--- config.mk ---
export PLATFORM = sky130hd
export DESIGN_NAME = round_sequencer
export DESIGN_NICKNAME = d
export VERILOG_FILES = /design/src/rtl/round_sequencer_pkg.sv /design/src/rtl/round_sequencer_cycle_timer.sv /design/src/rtl/round_sequencer.sv
export SDC_FILE = /design/constraint.sdc
export NUM_CORES = 1
export LEC_CHECK = 0
export BUFFER_PORTS_ARGS = -buffer_cell sky130_fd_sc_hd__buf_4
export CAP_MARGIN = 25
export CORE_MARGIN = 3
export CORE_UTILIZATION = 40
export DETAILED_ROUTE_END_ITERATION = 6
export PLACE_DENSITY = 0.65
export SETUP_SLACK_MARGIN = 0.02
export SYNTH_ARGS = -nofsm -noshare
export SYNTH_HDL_FRONTEND = slang
export SYNTH_HIERARCHICAL = 1
export SYNTH_SLANG_ARGS = --single-unit
--- constraint.sdc ---
create_clock -name clk_1 -period 2.95 [get_ports clk_1]
set_clock_uncertainty 0.05 [all_clocks]
set_input_delay 0.59 -clock clk_1 [delete_from_list [all_inputs] [get_ports clk_1]]
set_output_delay 0.59 -clock clk_1 [all_outputs]
set_load 0.02 [all_outputs]
--- src/rtl/round_sequencer_pkg.sv ---
// Shared types and constants for the memory-game round sequencer.
// State enum, level one-hot codes, compare masks, timer loads, score helper.
package round_sequencer_pkg;

  localparam int NUM_ROUNDS     = 10;
  localparam int SUB_RST_CYCLES = 3;
  localparam int SETTLE_CYCLES  = 2;
  localparam int GAP_CYCLES     = 4;
  localparam int SCORE_PER_WIN  = 10;

  localparam int TMR_W = 2;

  // Timer is loaded with N-1 so the owning state lasts exactly N cycles.
  localparam logic [TMR_W-1:0] TMR_RST =
    TMR_W'(SUB_RST_CYCLES - 1);
  localparam logic [TMR_W-1:0] TMR_SETTLE =
    TMR_W'(SETTLE_CYCLES - 1);
  localparam logic [TMR_W-1:0] TMR_GAP =
    TMR_W'(GAP_CYCLES - 1);

  localparam logic [4:0] ROUNDS_MAX = 5'(NUM_ROUNDS);
  localparam logic [3:0] WINS_MAX   = 4'(NUM_ROUNDS);

  localparam logic [2:0] LV1 = 3'b001;
  localparam logic [2:0] LV2 = 3'b010;
  localparam logic [2:0] LV3 = 3'b100;

  localparam logic [15:0] LV_MASK_L1 = 16'h00FF;
  localparam logic [15:0] LV_MASK_L2 = 16'h0FFF;
  localparam logic [15:0] LV_MASK_L3 = 16'hFFFF;

  typedef enum logic [3:0] {
    S_IDLE,
    S_ROUND_RST,
    S_GEN,
    S_PRINT,
    S_INPUT,
    S_SETTLE,
    S_SCORE,
    S_GAP,
    S_DONE
  } state_e;

  function automatic logic lv_onehot(
    input logic [2:0] lv
  );
    return (lv == LV1) || (lv == LV2) ||
           (lv == LV3);
  endfunction

  function automatic logic [15:0] lv_to_mask(
    input logic [2:0] lv
  );
    logic [15:0] m;
    m = 16'h0000;
    unique case (1'b1)
      lv[0]: m = LV_MASK_L1;
      lv[1]: m = LV_MASK_L2;
      lv[2]: m = LV_MASK_L3;
      default: m = 16'h0000;
    endcase
    return m;
  endfunction

  // 10*n as 8n + 2n; falls back to a multiply
  // only if the per-win score is ever changed.
  function automatic logic [6:0] calc_score(
    input logic [3:0] n
  );
    logic [6:0] s;
    if (SCORE_PER_WIN == 10) begin
      s = {n, 3'b000} + {2'b00, n, 1'b0};
    end else begin
      s = 7'(n * SCORE_PER_WIN);
    end
    return s;
  endfunction

endpackage

--- src/rtl/round_sequencer_cycle_timer.sv ---
// Loadable down-counter with a zero flag, shared by the timed states.
// Ports: clk_1, rst (async low), load/load_val, zero.
module round_sequencer_cycle_timer
  import round_sequencer_pkg::*;
#(
  parameter int W = TMR_W
) (
  input  logic         clk_1,
  input  logic         rst,
  input  logic         load,
  input  logic [W-1:0] load_val,
  output logic         zero
);

  logic [W-1:0] cnt_q;
  logic [W-1:0] cnt_d;

  always_comb begin
    cnt_d = cnt_q;
    if (load) begin
      cnt_d = load_val;
    end else if (cnt_q != '0) begin
      cnt_d = cnt_q - 1'b1;
    end
  end

  always_ff @(posedge clk_1 or negedge rst) begin
    if (!rst) begin
      cnt_q <= '0;
    end else begin
      cnt_q <= cnt_d;
    end
  end

  assign zero = (cnt_q == '0);

endmodule

--- src/rtl/round_sequencer.sv ---
// Round FSM for the memory game: sequences gen/print/input, counts rounds.
// Ports: clk_1, rst, level/start/done handshakes in; sub_rst_n, enables, mask, counts, score out.
module round_sequencer
  import round_sequencer_pkg::*;
(
  input  logic        clk_1,
  input  logic        rst,
  input  logic        level_valid,
  input  logic [2:0]  level,
  input  logic        start,
  input  logic        gen_done,
  input  logic        print_done,
  input  logic        input_done,
  input  logic        round_win,
  output logic        sub_rst_n,
  output logic        gen_en,
  output logic        print_en,
  output logic        input_en,
  output logic [15:0] lv_mask,
  output logic [4:0]  round_count,
  output logic [3:0]  answer_count,
  output logic [6:0]  score,
  output logic        game_over
);

  state_e state_q, state_d;

  logic start_q;
  logic start_rise;
  logic lv_ok;

  logic [2:0]  level_q, level_d;
  logic [15:0] mask_q, mask_d;
  logic [4:0]  rc_q, rc_d;
  logic [3:0]  ac_q, ac_d;
  logic [6:0]  score_q, score_d;

  logic sub_rst_q, sub_rst_d;
  logic gen_q, gen_d;
  logic print_q, print_d;
  logic input_q, input_d;
  logic go_q, go_d;

  logic             tmr_load;
  logic [TMR_W-1:0] tmr_val;
  logic             tmr_zero;

  assign start_rise = start & ~start_q;
  assign lv_ok = level_valid & lv_onehot(level);

  round_sequencer_cycle_timer #(
    .W(TMR_W)
  ) u_timer (
    .clk_1   (clk_1),
    .rst     (rst),
    .load    (tmr_load),
    .load_val(tmr_val),
    .zero    (tmr_zero)
  );

  always_comb begin
    state_d = state_q;
    level_d = level_q;
    mask_d  = mask_q;
    rc_d    = rc_q;
    ac_d    = ac_q;
    score_d = score_q;
    unique case (state_q)
      S_IDLE: begin
        if (start_rise && lv_ok) begin
          state_d = S_ROUND_RST;
          level_d = level;
          mask_d  = lv_to_mask(level);
        end
      end
      S_ROUND_RST: begin
        if (tmr_zero) state_d = S_GEN;
      end
      S_GEN: begin
        if (gen_done) state_d = S_PRINT;
      end
      S_PRINT: begin
        if (print_done) state_d = S_INPUT;
      end
      S_INPUT: begin
        if (input_done) state_d = S_SETTLE;
      end
      S_SETTLE: begin
        if (tmr_zero) state_d = S_SCORE;
      end
      S_SCORE: begin
        rc_d = rc_q + 1'b1;
        if (round_win && (ac_q < WINS_MAX)) begin
          ac_d = ac_q + 4'd1;
        end
        if (rc_d == ROUNDS_MAX) begin
          state_d = S_DONE;
          score_d = calc_score(ac_d);
        end else begin
          state_d = S_GAP;
        end
      end
      S_GAP: begin
        if (tmr_zero) state_d = S_ROUND_RST;
      end
      S_DONE: begin
        // Replay keeps the latched level.
        if (start_rise) begin
          state_d = S_ROUND_RST;
          rc_d    = '0;
          ac_d    = '0;
          score_d = '0;
        end
      end
      default: state_d = S_IDLE;
    endcase
  end

  // Timer reloads on every state change; only
  // the timed states ever look at its flag.
  always_comb begin
    tmr_load = (state_d != state_q);
    tmr_val  = '0;
    case (state_d)
      S_ROUND_RST: tmr_val = TMR_RST;
      S_SETTLE:    tmr_val = TMR_SETTLE;
      S_GAP:       tmr_val = TMR_GAP;
      default:     tmr_val = '0;
    endcase
  end

  // Outputs are decoded from the next state so
  // the registers line up with state_q.
  always_comb begin
    sub_rst_d = 1'b1;
    gen_d     = 1'b0;
    print_d   = 1'b0;
    input_d   = 1'b0;
    go_d      = 1'b0;
    case (state_d)
      S_IDLE, S_ROUND_RST: begin
        sub_rst_d = 1'b0;
      end
      S_GEN: begin
        gen_d = 1'b1;
      end
      S_PRINT: begin
        gen_d   = 1'b1;
        print_d = 1'b1;
      end
      S_INPUT, S_SETTLE, S_SCORE: begin
        gen_d   = 1'b1;
        print_d = 1'b1;
        input_d = 1'b1;
      end
      S_DONE: begin
        go_d = 1'b1;
      end
      default: begin
        sub_rst_d = 1'b1;
      end
    endcase
  end

  always_ff @(posedge clk_1 or negedge rst) begin
    if (!rst) begin
      state_q   <= S_IDLE;
      start_q   <= 1'b0;
      level_q   <= 3'b000;
      mask_q    <= 16'h0000;
      rc_q      <= '0;
      ac_q      <= '0;
      score_q   <= '0;
      sub_rst_q <= 1'b0;
      gen_q     <= 1'b0;
      print_q   <= 1'b0;
      input_q   <= 1'b0;
      go_q      <= 1'b0;
    end else begin
      state_q   <= state_d;
      start_q   <= start;
      level_q   <= level_d;
      mask_q    <= mask_d;
      rc_q      <= rc_d;
      ac_q      <= ac_d;
      score_q   <= score_d;
      sub_rst_q <= sub_rst_d;
      gen_q     <= gen_d;
      print_q   <= print_d;
      input_q   <= input_d;
      go_q      <= go_d;
    end
  end

  assign sub_rst_n    = sub_rst_q;
  assign gen_en       = gen_q;
  assign print_en     = print_q;
  assign input_en     = input_q;
  assign lv_mask      = mask_q;
  assign round_count  = rc_q;
  assign answer_count = ac_q;
  assign score        = score_q;
  assign game_over    = go_q;

endmodule

==> results of run 1 <==
## layout by cell type (no fill, tap or decap), drive strengths merged, types with 6 or more instances in the layout
cell	n
a21oi	8
buf	48
clkbuf	7
dfrtp	30
ha	6
inv	10
nand2	21
nor2	16
o21ai	23
## cells by family after synthesis
group	synth area share
other	0.00201
AO/OA/AOI/OAI	0.172
XOR/XNOR	0.0329
flip-flops	0.402
adder cells (fa/ha/maj)	0.0510
multiplexers	0.0181
AND/OR/NAND/NOR	0.232
buffers and inverters	0.0899
## per-layer routing
metal	vias up	wire length (µm)	global-route usage	share of wire
li1	781	-	-	-
met1	713	1940	0.218	0.48
met2	43	1760	0.224	0.44
met3	6	261	0.0365	0.065
met4	0	60	0.0652	0.015
met5	-	0	0	0
## sequential cells by signal, summed over array words and instances, names as in the netlist
register	cells
answer_count	4
game_over	1
gen_en	1
input_en	1
lv_mask	3
print_en	1
round_count	5
score	6
start_q	1
state_q	4
sub_rst_n	1
u_timer/cnt_q	2
## how the worst min path moves through the flow
stage	endpoint	slack, ps
after floorplan	answer_count[0]	240
after global placement	score[2]	430
after detailed placement	score[2]	440
after CTS	answer_count[0]	190
after global routing	answer_count[0]	200
final	answer_count[0]	170
## synth_stat cells (all sizes together), types with 2 or more instances
library cell / count / area [µm²]
mux2: 3 / 33.8
buf: 17 / 123
nand2b: 5 / 38.8
a22o: 3 / 26.3
nand3: 5 / 37.5
clkbuf: 2 / 7.51
nor2b: 4 / 32.5
a211oi: 4 / 30.0
ha: 6 / 75.1
and2: 3 / 18.8
a21o: 2 / 15.0
nor4: 3 / 18.8
inv: 10 / 37.5
nand2: 21 / 78.8
o21ai: 23 / 115
nor4b: 2 / 23.8
xor2: 5 / 43.8
o31ai: 2 / 15.0
dfrtp: 30 / 751
nor3: 4 / 20.0
a31oi: 2 / 12.5
and3: 2 / 17.5
a32oi: 2 / 17.5
or2: 2 / 12.5
nor2: 16 / 60.1
or4: 2 / 18.8
xnor2: 2 / 17.5
a21oi: 8 / 40.0
## final cells by class
type,instances,area share
Sequential cell,30,0.333
Multi-Input combinational cell,146,0.421
Clock inverter,1,0.00222
Inverter,10,0.0167
Timing Repair Buffer,48,0.160
Tap cell,52,0.0289
Clock buffer,7,0.0383
## power by group through the flow
stage	combinational (mW)	clock, mW	sequential (mW)
floorplan	0.833	0	0.813
global placement	1.23	0	0.753
detailed placement	1.25	0	0.760
CTS	1.25	0.348	0.754
global route	1.36	0.370	0.791
finish	1.24	0.339	0.754
## critical path: stages, from the launching register on
cell	delay, ps
dfrtp_1	650
nor4b_2	540
nand2_1	120
nand2_1	100
nor3_1	80
a31oi_1	340
or2b_1	270
o31a_1	100
## metrics by stage
step / hold slack, ps / setup slack (ps) / util
after floorplan: 244 / 708 / -
after global placement: 429 / 613 / 0.490
after detailed placement: 442 / 468 / 0.490
after CTS: 186 / 592 / 0.510
after global routing: 204 / 382 / 0.510
final: 174 / 594 / 0.510
==> flow_metrics.tcl, run 1 <==
set metrics [dict create \
    die_area_mm2 0.00552 \
    rr_endpoint "u_timer/cnt_q[1]" \
    io_pins 48 \
    design_area_mm2 0.00225 \
    tightest_slew_ps 522 \
    setup_viol 0 \
    post-route-drc-count 0 \
    dp.cells 286 \
    p_seq_frac 0.323 \
    ys_async_sr_fraction 1.00 \
    ctsHoldBuffers 0 \
    crit_type "reg2reg" \
    final-seq-area_um2 751 \
    netSwitchingFraction 0.447 \
    place_congestion 0.849 \
    max-slew-margin-rel 0.651 \
    p_leak_nw 1.08 \
    syn_area_mm2 0.00187 \
    core_area_mm2 0.00441 \
    maxCapViolations 0 \
    drive_gt1_frac 0.273 \
    crit_required_ps 3070 \
    setup.worst_path.start_class "flip-flop" \
    h-tree-depth 2 \
    dpl_cell_area_mm2 0.00216 \
    fin_tns_setup_ps 0 \
    yosysSeqAreaShare 0.402 \
    clkSinkCount 30 \
    r2r_start "state_q[3]" \
    multi_input_area_um2 947 \
    rows 24 \
    first_pass_iters 6 \
    ys_ff_latch 30 \
    globalRouteTotalUtil 0.154 \
    vias 1543 \
    ir_worst_vdd_uv 419 \
    p_int_mw 1.29 \
    cts_buffer_depth 2 \
    antenna-diode-count 0 \
    post_cts_buffers 0 \
    die-width_um 74.3 \
    clk_latency_ps 280 \
    worstPathArrival_ps 2470 \
    drtAntennaViolNets 0 \
    synth_area_per_cell_um2 9.10 \
    grt_pass1_wl_mm 6.47 \
    synth-main-ff-cell "dfrtp_1" \
    p_comb_frac 0.531 \
    fmax_mhz 424 \
    hold_viol_final 0 \
    cts_tree "built" \
    dpl.hpwl_mm 3.00 \
    final_cells 294 \
    grt_max_degree 31 \
    synth_cells 205 \
    syn-num-nets 223 \
    gr-total-overflow 0 \
    start_util 0.423 \
    crit_start "state_q[3]" \
    synth_cell_types 51 \
    hold_class "in2async" \
    fin_crit_ps 2360 \
    crit_end "u_timer/cnt_q[1]" \
    antenna_found_initial 0 \
    fp.dieH_um 74.3 \
    wl_per_cell_um 13.7 \
    r2r_slack_ps 590 \
    nets 259 \
    status "finished, final reports clean" \
    clkSlewWorstSetupHoldPaths_ps 60 \
    ff2ff_path_depth 7 \
    ys_warn_count 6 \
    cts-resized-gates 0 \
    powerDensity_mw_per_mm2 1040 \
    cts_inserted_buffers 5 \
    first_iter_violations 53 \
    slew_viol_final 0 \
    fillCellCount 424 \
    via_per_inst 5.25 \
    syn_to_final_growth_pct 20.7 \
    cts_root_buffer "clkbuf_8" \
    port_buffers 46 \
    finalCritPeriodShare 0.799 \
    routed_wl_mm 4.02 \
    p_clk_frac 0.145 \
    power.total_mw 2.33 \
    rsz0062_at_grt "no" \
    grt_pass1_vias 1332 \
    p_sw_mw 1.04 \
    path_max_fanout 15 \
    synth_edf_count 0 \
    crit_path_end_kind "flip-flop" \
]
No activity file was read; power rests on OpenSTA's default activity.
==> run 2: changes to the inputs <==
Settings changed: ABC_AREA set to 1.
Clock period 2.95 ns to 2.4 ns, I/O delays scaled along.
==> run 2 against run 1 <==
Core utilization up 2.2 points. First-iteration DRC count up 3.8%. Sequential power up 20%. Global-route usage up 0.48 points. Critical path depth up 5. Hold slack worse by 100 ps. Critical path type unchanged. Largest power group unchanged.
==> flow_metrics.tcl, run 2 <==
set metrics [dict create \
    first_pass_iters 4 \
    grt_pass1_wl_mm 6.58 \
    synth_area_per_cell_um2 7.79 \
    start_util 0.433 \
    rows 23 \
    r2r_start "answer_count[1]" \
    hold_class "in2async" \
    cts_inserted_buffers 5 \
    ff2ff_path_depth 12 \
    yosysSeqAreaShare 0.416 \
    slew_viol_final 0 \
    globalRouteTotalUtil 0.158 \
    crit_start "answer_count[1]" \
    cts_tree "built" \
    synthTopCellsByCount "54 x nand2_1, 34 x inv_1, 30 x dfrtp_1" \
    fmax_mhz 460 \
    rr_endpoint "score[6]" \
    fin_hold_ws_ps 68.8 \
    synth-main-ff-cell "dfrtp_1" \
    dpl_cell_area_mm2 0.00212 \
    syn-num-nets 250 \
    setup_viol 0 \
    antenna_found_initial 0 \
    drtAntennaViolNets 0 \
    synth_largest_area_cell "dfrtp_1" \
    r2r_slack_ps 220 \
    grt_max_degree 31 \
    ctsHoldBuffers 0 \
    layout_common_cells "54 x nand2_1, 49 x buf_4, 34 x inv_1" \
    crit_type "reg2reg" \
    final_common_cell "nand2_1" \
    place_congestion 0.855 \
    vias 1547 \
    finalCritPeriodShare 0.907 \
    wl_per_cell_um 11.7 \
    die_area_mm2 0.00536 \
    io_pins 48 \
    p_seq_frac 0.279 \
    met1Wirelength_mm 1.81 \
    fin_tns_setup_ps 0 \
    fin_crit_ps 2180 \
    ys_ff_latch 30 \
    p_int_mw 1.71 \
    powerDensity_mw_per_mm2 1470 \
    path_max_fanout 6 \
    post_cts_buffers 0 \
    p_clk_frac 0.128 \
    p_comb_frac 0.593 \
    gr-total-overflow 0 \
    crit_required_ps 2530 \
    fp.dieH_um 73.2 \
    dr.max_layer_used "met4" \
    design_area_mm2 0.00222 \
    netlist.area_leader.share 0.416 \
    post-synth-top-count-cell "nand2_1" \
    ys_warn_count 6 \
    crit_path_end_kind "flip-flop" \
    setup.worst_path.start_class "flip-flop" \
    largest_register_ffs 6 \
    routed_wl_mm 3.78 \
    synth_cell_types 30 \
    syn_area_mm2 0.00181 \
    nets 291 \
    status "finished, final reports clean" \
    clkSlewWorstSetupHoldPaths_ps 70 \
    post-route-util 0.532 \
    die-width_um 73.2 \
    post-route-drc-count 0 \
    h-tree-depth 2 \
    maxCapViolations 0 \
    dr_wl_met3_um 275 \
    core_area_mm2 0.00417 \
    wl_met2_mm 1.63 \
    hold_viol_final 0 \
    netSwitchingFraction 0.476 \
    port_buffers 46 \
    crit_end "score[6]" \
    drive_gt1_frac 0.274 \
    ys_async_sr_fraction 1.00 \
    clkSinkCount 30 \
    dpl.hpwl_mm 2.86 \
    synth_edf_count 0 \
    syn_to_final_growth_pct 22.9 \
    via_per_inst 4.77 \
    clk_latency_ps 280 \
    first_iter_violations 55 \
    cts_buffer_depth 2 \
    worstPathArrival_ps 2310 \
    p_leak_nw 1.22 \
    cts_root_buffer "clkbuf_8" \
    cts-resized-gates 0 \
    synth_area_leaders "dfrtp_1 42%, nand2_1 11%, inv_1 7.1%, buf_4 5.8%, nand3_1 4.7%" \
    antenna-diode-count 0 \
    p_sw_mw 1.55 \
    ir_worst_vdd_uv 500 \
    rsz0062_at_grt "yes" \
    synth_cells 232 \
    grt_pass1_vias 1486 \
]
run 2: cells by family (layout without fill, tap and decap cells):
group                      after synthesis  in the layout  synth area share
AOI/OAI and AO/OA                       29             29            0.0907
other                                    1              1           0.00208
xor gates and xnor gates                 3              3            0.0145
muxes                                    1              1           0.00623
and+or+nand+nor                        110            110             0.279
adders and majority gates                7              7            0.0526
buffers and inverters                   51             93             0.139
DFF                                     30             30             0.416
run 2: power by group through the flow:
stage	registers [mW]	clock network [mW]	logic [mW]
finish	0.907	0.417	1.93
global route	0.946	0.443	2.18
CTS	0.906	0.431	1.95
detailed placement	0.911	0	1.93
global placement	0.907	0	1.92
floorplan	1.08	0	1.22
run 2: cell type report:
class	instances	area, µm²
clock inverter	1	5.00
clock buffer	7	86.3
inverter	36	135
tap	50	62.6
fill	403	1950
timing repair buffer	49	368
sequential	30	752
multi-input combinational	151	812
run 2: metal layers:
| metal | up-vias | track usage |
|---|---|---|
| met3 | 5 | 0.0372 |
| met1 | 697 | 0.207 |
| met5 | - | 0 |
| met4 | 0 | 0.0738 |
| met2 | 43 | 0.246 |
| li1 | 802 | - |
run 2: how the worst min path moves through the flow:
stage / start / to / slack, ps
floorplan: rst / answer_count[0] / 130
global placement: rst / score[2] / 380
detailed placement: rst / score[6] / 380
CTS: rst / score[6] / 80
global route: rst / score[2] / 100
finish: rst / score[2] / 70
run 2: stage by stage:
stage	total power, mW	cells	worst slack [ps]
2_1_floorplan	2.31	232	260
3_3_place_gp	2.83	316	207
3_5_place_dp	2.85	316	160
4_1_cts	3.28	324	202
5_1_grt	3.57	324	10.8
6_report	3.25	324	224
run 2: worst max-delay path: stages (launching register included):
cell and delay (ps):
dfrtp_1 420, o21ai_0 100, nand2_1 120, inv_1 80, or2_2 270, o21ai_0 160
inv_1 110, ha_1 310, a21oi_1 140, nor2_1 70, xor2_1 140, nand2_1 60
nand2_1 40
